--- config.mk ---
export PLATFORM = sky130hd
export DESIGN_NAME = apb_timer_initiator
export DESIGN_NICKNAME = d
export VERILOG_FILES = /design/src/rtl/apb_timer_initiator.sv
export SDC_FILE = /design/constraint.sdc
export NUM_CORES = 1
export LEC_CHECK = 0
export ABC_AREA = 1
export CAP_MARGIN = 40
export CORE_MARGIN = 3
export CORE_UTILIZATION = 42
export DETAILED_ROUTE_END_ITERATION = 10
export PLACE_DENSITY = 0.81
export SLEW_MARGIN = 20
export SYNTH_ARGS = -nofsm -noshare
export SYNTH_HDL_FRONTEND = slang
export SYNTH_SLANG_ARGS = --single-unit
--- constraint.sdc ---
create_clock -name CLK -period 2.35 [get_ports CLK]
set_input_delay 0.705 -clock CLK [delete_from_list [all_inputs] [get_ports CLK]]
set_output_delay 0.705 -clock CLK [all_outputs]
set_load 0.05 [all_outputs]
--- src/rtl/apb_timer_initiator.sv ---
// APB3 requester for the timer register file.
// One command in flight; bounded PREADY wait.
module apb_timer_initiator #(
  parameter int ADDR_W         = 32,
  parameter int TIMEOUT_CYCLES = 16
) (
  input  logic              CLK,
  input  logic              RST,
  input  logic              cmd_valid,
  output logic              cmd_ready,
  input  logic              cmd_write,
  input  logic [ADDR_W-1:0] cmd_addr,
  input  logic [31:0]       cmd_wdata,
  output logic              rsp_valid,
  input  logic              rsp_ready,
  output logic [31:0]       rsp_rdata,
  output logic              rsp_err,
  output logic              rsp_timeout,
  output logic              PSEL,
  output logic              PENABLE,
  output logic              PWRITE,
  output logic [ADDR_W-1:0] PADDR,
  output logic [31:0]       PWDATA,
  input  logic [31:0]       PRDATA,
  input  logic              PREADY,
  input  logic              PSLVERR
);

  localparam int CNT_W = (TIMEOUT_CYCLES > 0) ?
                         $clog2(TIMEOUT_CYCLES + 1) : 1;
  localparam logic [CNT_W-1:0] LIMIT = CNT_W'(TIMEOUT_CYCLES);

  typedef enum logic [1:0] {
    IDLE, SETUP, ACCESS, RESP
  } state_e;

  state_e              state_q, state_d;
  logic [CNT_W-1:0]    cnt_q, cnt_d, cnt_nxt;
  logic                psel_q, psel_d;
  logic                pen_q, pen_d;
  logic                pwrite_q, pwrite_d;
  logic [ADDR_W-1:0]   paddr_q, paddr_d;
  logic [31:0]         pwdata_q, pwdata_d;
  logic                rvalid_q, rvalid_d;
  logic [31:0]         rdata_q, rdata_d;
  logic                rerr_q, rerr_d;
  logic                rto_q, rto_d;

  assign cnt_nxt = cnt_q + 1'b1;

  always_comb begin
    state_d  = state_q;
    cnt_d    = cnt_q;
    psel_d   = psel_q;
    pen_d    = pen_q;
    pwrite_d = pwrite_q;
    paddr_d  = paddr_q;
    pwdata_d = pwdata_q;
    rvalid_d = rvalid_q;
    rdata_d  = rdata_q;
    rerr_d   = rerr_q;
    rto_d    = rto_q;
    unique case (state_q)
      IDLE: begin
        if (cmd_valid) begin
          pwrite_d = cmd_write;
          paddr_d  = cmd_addr;
          pwdata_d = cmd_wdata;
          if (cmd_addr[1:0] != 2'b00) begin
            state_d  = RESP;
            rvalid_d = 1'b1;
            rerr_d   = 1'b1;
            rto_d    = 1'b0;
            rdata_d  = '0;
          end else begin
            state_d = SETUP;
            psel_d  = 1'b1;
            cnt_d   = '0;
          end
        end
      end
      SETUP: begin
        state_d = ACCESS;
        pen_d   = 1'b1;
      end
      ACCESS: begin
        // A PREADY in the limit cycle still completes the transfer
        if (PREADY) begin
          state_d  = RESP;
          psel_d   = 1'b0;
          pen_d    = 1'b0;
          rvalid_d = 1'b1;
          rerr_d   = PSLVERR;
          rto_d    = 1'b0;
          rdata_d  = (!pwrite_q && !PSLVERR) ? PRDATA : '0;
        end else begin
          cnt_d = cnt_nxt;
          if (TIMEOUT_CYCLES != 0 && cnt_nxt == LIMIT) begin
            state_d  = RESP;
            psel_d   = 1'b0;
            pen_d    = 1'b0;
            rvalid_d = 1'b1;
            rerr_d   = 1'b1;
            rto_d    = 1'b1;
            rdata_d  = '0;
          end
        end
      end
      RESP: begin
        if (rsp_ready) begin
          state_d  = IDLE;
          rvalid_d = 1'b0;
        end
      end
      default: state_d = IDLE;
    endcase
  end

  always_ff @(posedge CLK) begin
    if (RST) begin
      state_q  <= IDLE;
      cnt_q    <= '0;
      psel_q   <= 1'b0;
      pen_q    <= 1'b0;
      pwrite_q <= 1'b0;
      paddr_q  <= '0;
      pwdata_q <= '0;
      rvalid_q <= 1'b0;
      rdata_q  <= '0;
      rerr_q   <= 1'b0;
      rto_q    <= 1'b0;
    end else begin
      state_q  <= state_d;
      cnt_q    <= cnt_d;
      psel_q   <= psel_d;
      pen_q    <= pen_d;
      pwrite_q <= pwrite_d;
      paddr_q  <= paddr_d;
      pwdata_q <= pwdata_d;
      rvalid_q <= rvalid_d;
      rdata_q  <= rdata_d;
      rerr_q   <= rerr_d;
      rto_q    <= rto_d;
    end
  end

  // Held low during reset so every output reads 0 there
  assign cmd_ready   = (state_q == IDLE) && !RST;
  assign PSEL        = psel_q;
  assign PENABLE     = pen_q;
  assign PWRITE      = pwrite_q;
  assign PADDR       = paddr_q;
  assign PWDATA      = pwdata_q;
  assign rsp_valid   = rvalid_q;
  assign rsp_rdata   = rdata_q;
  assign rsp_err     = rerr_q;
  assign rsp_timeout = rto_q;

endmodule

==> reports/qor.csv, run 1 <==
stage,metric,value,unit
status,status,completed,
logic_synthesis,Synth area leaders,"dfxtp_1 47%, nor2_1 15%, nand2_1 9.6%",
placement,RePlAce Congestion,0.842,
timing,Relative slew margins,63.2,%
critical_path,"delay-heaviest family, CP",buffers and inverters,
logic_synthesis,synthesized cell area,0.00461,sq mm
finish,antenna cell count,0,
timing,WHS,0.460,ns
critical_path,Worst EP arrival,1.60,ns
clock_network,post-CTS setup buffers,0,
floorplan,floorplan core area,0.0105,sq mm
clock_network,cts-stage hold buffer count,0,
detailed_routing,drt total wl,13500,microns
floorplan,Starting Density,43.9,%
global_route,GRT overflow,0,
logic_synthesis,Mapped Cells,665,
critical_path,CP Max Fanout,3,
logic_synthesis,Seq cells post-synth,109,
global_route,largest net degree at the start of global routing,66,
global_route,Tot GR Track Use,21.4,%
power_and_ir_drop,Peak supply drop,0.635,mV
floorplan,Std-Cell Rows,37,
logic_synthesis,register area share after synthesis,47.3,%
logic_synthesis,post-synth cell types,23,
finish,"Core Util, Final",67.1,%
timing,clock skew,0.0106,ns
logic_synthesis,ys async rst share,0,%
detailed_routing,1st-iter DRT viols,256,
power_and_ir_drop,Comb power frac,58.2,%
logic_synthesis,Syn Area/Cell,6.94,sq um
floorplan,Vert. Die Dim,111,microns
critical_path,CP bufs+invs,1,
clock_network,H-tree Lvls,3,
global_route,vias in the first global route,4570,
clock_network,CTS sink cnt,109,
logic_synthesis,"area leader, netlist",dfxtp_1,
global_route,first-pass GRT wire length,22000,microns
power_and_ir_drop,internal power,4.72,mW
floorplan,Die W,111,microns
power_and_ir_drop,switching pwr,4.41,mW
clock_network,Root Buffer,clkbuf_8,
power_and_ir_drop,Switching Fraction,48.3,%
detailed_routing,routed vias,4740,
power_and_ir_drop,Clock Power Share,12.7,%
finish,"commonest non-fill, non-tap cell in the layout",clkdlybuf4s50_1,
critical_path,Crit-path slowest cell,clkdlybuf4s50_1,
logic_synthesis,Most used DFF post-synth,dfxtp_1,
flow_run,max_cap viols,0,
finish,NumNets Final,965,
power_and_ir_drop,Sequential Power Share,29.2,%
timing,final setup fails,0,
critical_path,worst endpoint required time,1.64,ns
critical_path,Worst setup SP type,flop,
critical_path,critical path capture point type,output pin,
global_route,initial antenna violation count,0,
finish,Final Non-Filler Cells,997,
finish,P&R area growth vs syn,52.8,%
finish,fraction of layout instances using a drive strength above 1,5.11,%
clock_network,CTS tree,done,
detailed_routing,WL/cell,13.6,microns
logic_synthesis,number of flops mapped to enable cells by yosys,0,
finish,most frequent cells in the layout,"203 x clkdlybuf4s50_1, 188 x nor2_1, 117 x nand2_1",
timing,worst-margin pin slew,0.550,ns
critical_path,crit-path cells,clkdlybuf4s50_1,
power_and_ir_drop,Pwr Total,9.13,mW
placement,Post-DP HPWL,9600,microns
timing,post-route minimum period,2.31,ns
placement,Inst Count DP,981,
detailed_routing,Via density,4.75,
clock_network,Clock Latency Late Sink,0.37,ns
floorplan,die area,0.0123,sq mm
power_and_ir_drop,Leak Pwr,3.05,nW
timing,Max Clk Rate,0.433,GHz
min_path,Hold Path Class,flop to flop,
logic_synthesis,Synth top area share,47.3,%
timing,period utilisation layout,98.2,%
timing,final worst slack,0.0418,ns
power_and_ir_drop,PwrDens,1290,mW/mm^2
timing,final hold violations,0,
clock_network,CTS Buf Count,9,
detailed_routing,drt first pass iters,5,
clock_network,CTS Buffer Depth,2,
logic_synthesis,total number of yosys warnings,0,
clock_network,Clock Pin Slew Worst Setup and Hold Paths,0.11,ns
detailed_routing,Post-DRT Antenna Nets,0,
critical_path,worst setup path class,flop to output pin,
critical_path,CP peak stage delay,0.84,ns
timing,unrepaired setup endpoints after global routing,false,
placement,Place WS,-0.0146,ns
timing,Pins Over Slew Limit,0,
placement,number of I/O port buffers,205,
floorplan,I/O pin total,206,
detailed_routing,detailed-route DRC error count,0,
logic_synthesis,syn nets,774,
==> kinds of logic after synthesis <==
kind of cell / after synthesis / synth area share (%)
and+or+nand+nor: 348 / 30.8
adders and majority gates: 6 / 1.63
buffers and inverters: 122 / 11.1
DFF: 109 / 47.3
AOI/OAI and AO/OA: 80 / 9.12
==> layer usage <==
metal / up-vias / track usage (%) / wire length, microns
li1: 2419 / - / -
met1: 2089 / 25.3 / 5540
met2: 208 / 35.2 / 6220
met3: 24 / 8.79 / 1500
met4: 0 / 7.47 / 257
met5: - / 0 / 0
==> sequential cells by signal, summed over array words and instances (netlist names) <==
signal / cells
state_q: 2
rsp_valid: 1
PSEL: 1
PWRITE: 1
rsp_timeout: 1
PENABLE: 1
cnt_q: 5
rsp_rdata: 32
PWDATA: 32
PADDR: 32
rsp_err: 1
==> power groups by stage <==
stage          Combinational, mW  Sequential [mW]  Clock [mW]
2_1_floorplan               1.85             4.44           0
3_3_place_gp                5.20             2.67           0
3_5_place_dp                5.31             2.70           0
4_1_cts                     5.33             2.66        1.18
5_1_grt                     5.74             2.72        1.24
6_report                    5.31             2.66        1.16
==> metrics by stage <==
| step | cell area, sq um | setup TNS, ns |
|---|---|---|
| 6_report | 7050 | 0 |
| 3_3_place_gp | 6850 | 0 |
| 3_5_place_dp | 6850 | -0.0146 |
| 5_1_grt | 7050 | 0 |
| 2_1_floorplan | 4610 | 0 |
| 4_1_cts | 7050 | 0 |
==> worst paths after layout <==
check	start	endpoint	slack, ns	cells after the start
worst max-delay path	PWRITE$_SDFFE_PP0P_	PWRITE	0.04	1
worst min-delay path	rsp_timeout$_SDFFE_PP0P_	rsp_timeout$_SDFFE_PP0P_	0.46	2
worst max register to register	state_q[0]$_SDFFE_PP0P_	rsp_rdata[21]$_SDFFE_PP0P_	0.44	10
worst min register to register	rsp_timeout$_SDFFE_PP0P_	rsp_timeout$_SDFFE_PP0P_	0.46	2
==> worst register-to-register path, delay by kind of cell (launching register included) <==
| family | cells | cell delay [ns] |
|---|---|---|
| AND/OR/NAND/NOR | 5 | 0.64 |
| buffers and inverters | 4 | 0.58 |
| flip-flops | 1 | 0.42 |
| adder cells (fa/ha/maj) | 1 | 0.23 |
==> cell usage after synthesis, types with 2 or more instances <==
| master | n |
|---|---|
| o21ai_0 | 67 |
| buf_2 | 14 |
| nand2_1 | 118 |
| buf_6 | 4 |
| buf_4 | 2 |
| nand4_1 | 29 |
| ha_1 | 6 |
| dfxtp_1 | 109 |
| buf_1 | 3 |
| nand3_1 | 8 |
| nor2_1 | 188 |
| clkbuf_1 | 16 |
| a21oi_1 | 10 |
| inv_1 | 80 |
| inv_2 | 3 |
==> layout make-up <==
class | instances | area (sq um)
Timing Repair Buffer | 219 | 2260
Inverter | 83 | 312
Clock inverter | 6 | 71.3
Multi-Input combinational cell | 434 | 1920
Tap cell | 136 | 170
Clock buffer | 10 | 128
Sequential cell | 109 | 2180
Fill cell | 904 | 3460
==> repair_timing <==
item | CTS | global route
setup endpoints to repair | 0 | 1
gates resized for setup | 0 | 1
endpoints found under the hold margin | 0 | 0
Power figures use the tool's default switching activity.
==> run 2: changes to the inputs <==
CTS_BUF_LIST = sky130_fd_sc_hd__clkbuf_16   (was not set)
clock period = 2.2 ns   (was 2.35 ns; I/O delays follow)
==> run 2 against run 1 <==
Cell count increased by 0.30%. Sequential share of layout area shrank 0.46 points. Hold slack worse by 0.0078 ns. Routed wire length grew 1.2%. Register-to-register slack worse by 0.13 ns. Highest routed layer unchanged.
==> reports/qor.csv, run 2 (same netlist as run 1, synthesis figures left out) <==
stage,metric,value,unit,change
clock_network,CTS Buffer Depth,2,,unchanged
placement,RePlAce Congestion,0.867,,+2.9%
detailed_routing,Post-DRT Antenna Nets,0,,unchanged
clock_network,CTS tree,done,,
detailed_routing,detailed-route DRC error count,0,,unchanged
critical_path,Worst setup SP type,flop,,
timing,final hold violations,0,,unchanged
timing,final setup fails,0,,unchanged
floorplan,floorplan core area,0.0105,sq mm,unchanged
detailed_routing,drt total wl,13700,microns,+1.2%
finish,"commonest non-fill, non-tap cell in the layout",nor2_1,,
min_path,hold-critical path depth,2,,unchanged
finish,NumNets Final,969,,+0.41%
finish,fillers,875,,-3.2%
timing,clock skew,0.0141,ns,+0.00346 ns
global_route,Tot GR Track Use,21.8,%,+0.33 points
finish,antenna cell count,0,,unchanged
placement,Post-DP HPWL,9970,microns,+3.8%
critical_path,CP peak stage delay,0.82,ns,-0.02 ns
global_route,largest net degree at the start of global routing,59,,-11%
timing,Max Clk Rate,0.463,GHz,
floorplan,Starting Density,43.9,%,unchanged
critical_path,reg2reg end,rsp_rdata[27]$_SDFFE_PP0P_,,
min_path,Hold Path Class,flop to flop,,
detailed_routing,WL/cell,13.7,microns,+0.88%
detailed_routing,Via density,4.80,,+1.0%
finish,"Core Util, Final",68.1,%,+1.0 points
critical_path,register-to-register setup slack,0.31,ns,-0.13 ns
detailed_routing,1st-iter DRT viols,263,,+2.7%
finish,most frequent cells in the layout,"188 x nor2_1, 160 x clkdlybuf4s50_1, 117 x nand2_1",,
timing,Fin Setup TNS,0,ns,unchanged
clock_network,Clock Latency Late Sink,0.34,ns,-0.03 ns
global_route,GRT overflow,0,,unchanged
clock_network,CTS Buf Count,9,,unchanged
global_route,initial antenna violation count,0,,unchanged
flow_run,max_cap viols,0,,unchanged
floorplan,die area,0.0123,sq mm,unchanged
min_path,Worst Hold Launch,rsp_timeout$_SDFFE_PP0P_,,
timing,worst-margin pin slew,0.556,ns,+0.00623 ns
clock_network,H-tree Lvls,3,,unchanged
floorplan,Std-Cell Rows,37,,unchanged
timing,Relative slew margins,62.8,%,-0.36 points
global_route,first-pass GRT wire length,22500,microns,+2.1%
finish,fraction of layout instances using a drive strength above 1,8.33,%,+3.2 points
critical_path,Worst EP arrival,1.50,ns,-0.10 ns
clock_network,Clock Pin Slew Worst Setup and Hold Paths,0.07,ns,-0.04 ns
min_path,worst hold path endpoint,rsp_timeout$_SDFFE_PP0P_,,
timing,WHS,0.452,ns,-0.00784 ns
timing,unrepaired setup endpoints after global routing,false,,
global_route,vias in the first global route,4733,,+3.6%
power_and_ir_drop,Pwr Total,10.0,mW,+9.7%
floorplan,Vert. Die Dim,111,microns,unchanged
finish,P&R area growth vs syn,55.2,%,
power_and_ir_drop,PwrDens,1400,mW/mm^2,+8.1%
critical_path,"delay-heaviest family, CP",buffers and inverters,,
detailed_routing,routed vias,4802,,+1.3%
critical_path,CP bufs+invs,1,,unchanged
critical_path,Worst Reg-to-Reg Cells,10,,unchanged
detailed_routing,drt first pass iters,4,,-1
power_and_ir_drop,Peak supply drop,0.713,mV,+12%
timing,post-route minimum period,2.16,ns,
critical_path,critical path capture point type,output pin,,
floorplan,I/O pin total,206,,unchanged
status,status,completed,,
critical_path,crit-path cells,clkdlybuf4s50_1,,
placement,number of I/O port buffers,205,,unchanged
critical_path,CP Max Fanout,2,,-1
floorplan,Die W,111,microns,unchanged
timing,Pins Over Slew Limit,0,,unchanged
critical_path,Crit-path slowest cell,clkdlybuf4s50_1,,
critical_path,Crit path depth,1,,unchanged
power_and_ir_drop,Leak Pwr,3.42,nW,+12%
timing,period utilisation layout,98.2,%,
clock_network,Root Buffer,clkbuf_16,,
clock_network,CTS sink cnt,109,,unchanged
critical_path,R2R Path Start,state_q[0]$_SDFFE_PP0P_,,
critical_path,worst endpoint required time,1.54,ns,-0.10 ns
critical_path,worst setup path class,flop to output pin,,
## run 2: cell types whose count changed in the layout (fill, tap and decap cells not counted), moves of 2 or more
cell             delta
dlymetal6s2s_1     +17
dlygate4sd2_1       +2
clkbuf_16           +9
clkbuf_8            -9
clkdlybuf4s50_1    -43
buf_4              +27
inv_6               +2
## run 2: where the power goes
part	total, mW	internal [mW]	switching (mW)
Sequential	2.85	2.55	0.303
Combinational	5.66	1.93	3.73
Clock	1.50	0.773	0.730
## run 2: through the flow
stage | setup slack (ns) | std cells | instance area, sq um
CTS | 0.00728 | 1000 | 7100
floorplan | 0.160 | 665 | 4610
global placement | 0.0913 | 985 | 6830
detailed placement | 0.0416 | 985 | 6830
global route | 0.000113 | 1000 | 7160
finish | 0.0397 | 1000 | 7160
## run 2: worst max-delay path by stage
stage	from	end	slack, ns
after floorplan	state_q[0]$_SDFFE_PP0P_	cmd_ready	0.16
after detailed placement	cmd_addr[0]	cnt_q[3]$_SDFFE_PP0P_	0.04
final	PWDATA[28]$_SDFFE_PP0P_	PWDATA[28]	0.04
after global placement	cmd_addr[0]	cnt_q[3]$_SDFFE_PP0P_	0.09
after CTS	PWDATA[23]$_SDFFE_PP0P_	PWDATA[23]	0.007
after global routing	PWDATA[28]$_SDFFE_PP0P_	PWDATA[28]	0.0001
## run 2: layer usage
metal	up-vias	global-route usage (%)	wire length, microns
li1	2433	-	-
met1	2165	24.8	5500
met2	185	37.2	6560
met3	19	8.24	1370
met4	0	7.64	252
met5	-	0	0
## run 2: timing repair
item / 4_1_cts / 5_1_grt
setup buffers: 0 / 0
resized for setup: 3 / 18
hold buffers: 0 / 0
endpoints found under the setup margin: 3 / 18
hold endpoints to repair: 0 / 0
## run 2: final cells by class
type / count / area (sq um) / share of cell area (%)
multi-input combinational: 434 / 1930 / 27.0
clock buffer: 9 / 225 / 3.15
sequential: 109 / 2180 / 30.5
clock inverter: 6 / 47.5 / 0.664
tap: 136 / 170 / 2.38
timing repair buffer: 223 / 2290 / 32.0
inverter: 83 / 312 / 4.35
## run 2: worst reg2reg max path, delay by kind of cell, from the launching register on
kind | cells | cell delay [ns]
and+or+nand+nor | 5 | 0.63
buffers and inverters | 4 | 0.58
DFF | 1 | 0.39
adders and majority gates | 1 | 0.24
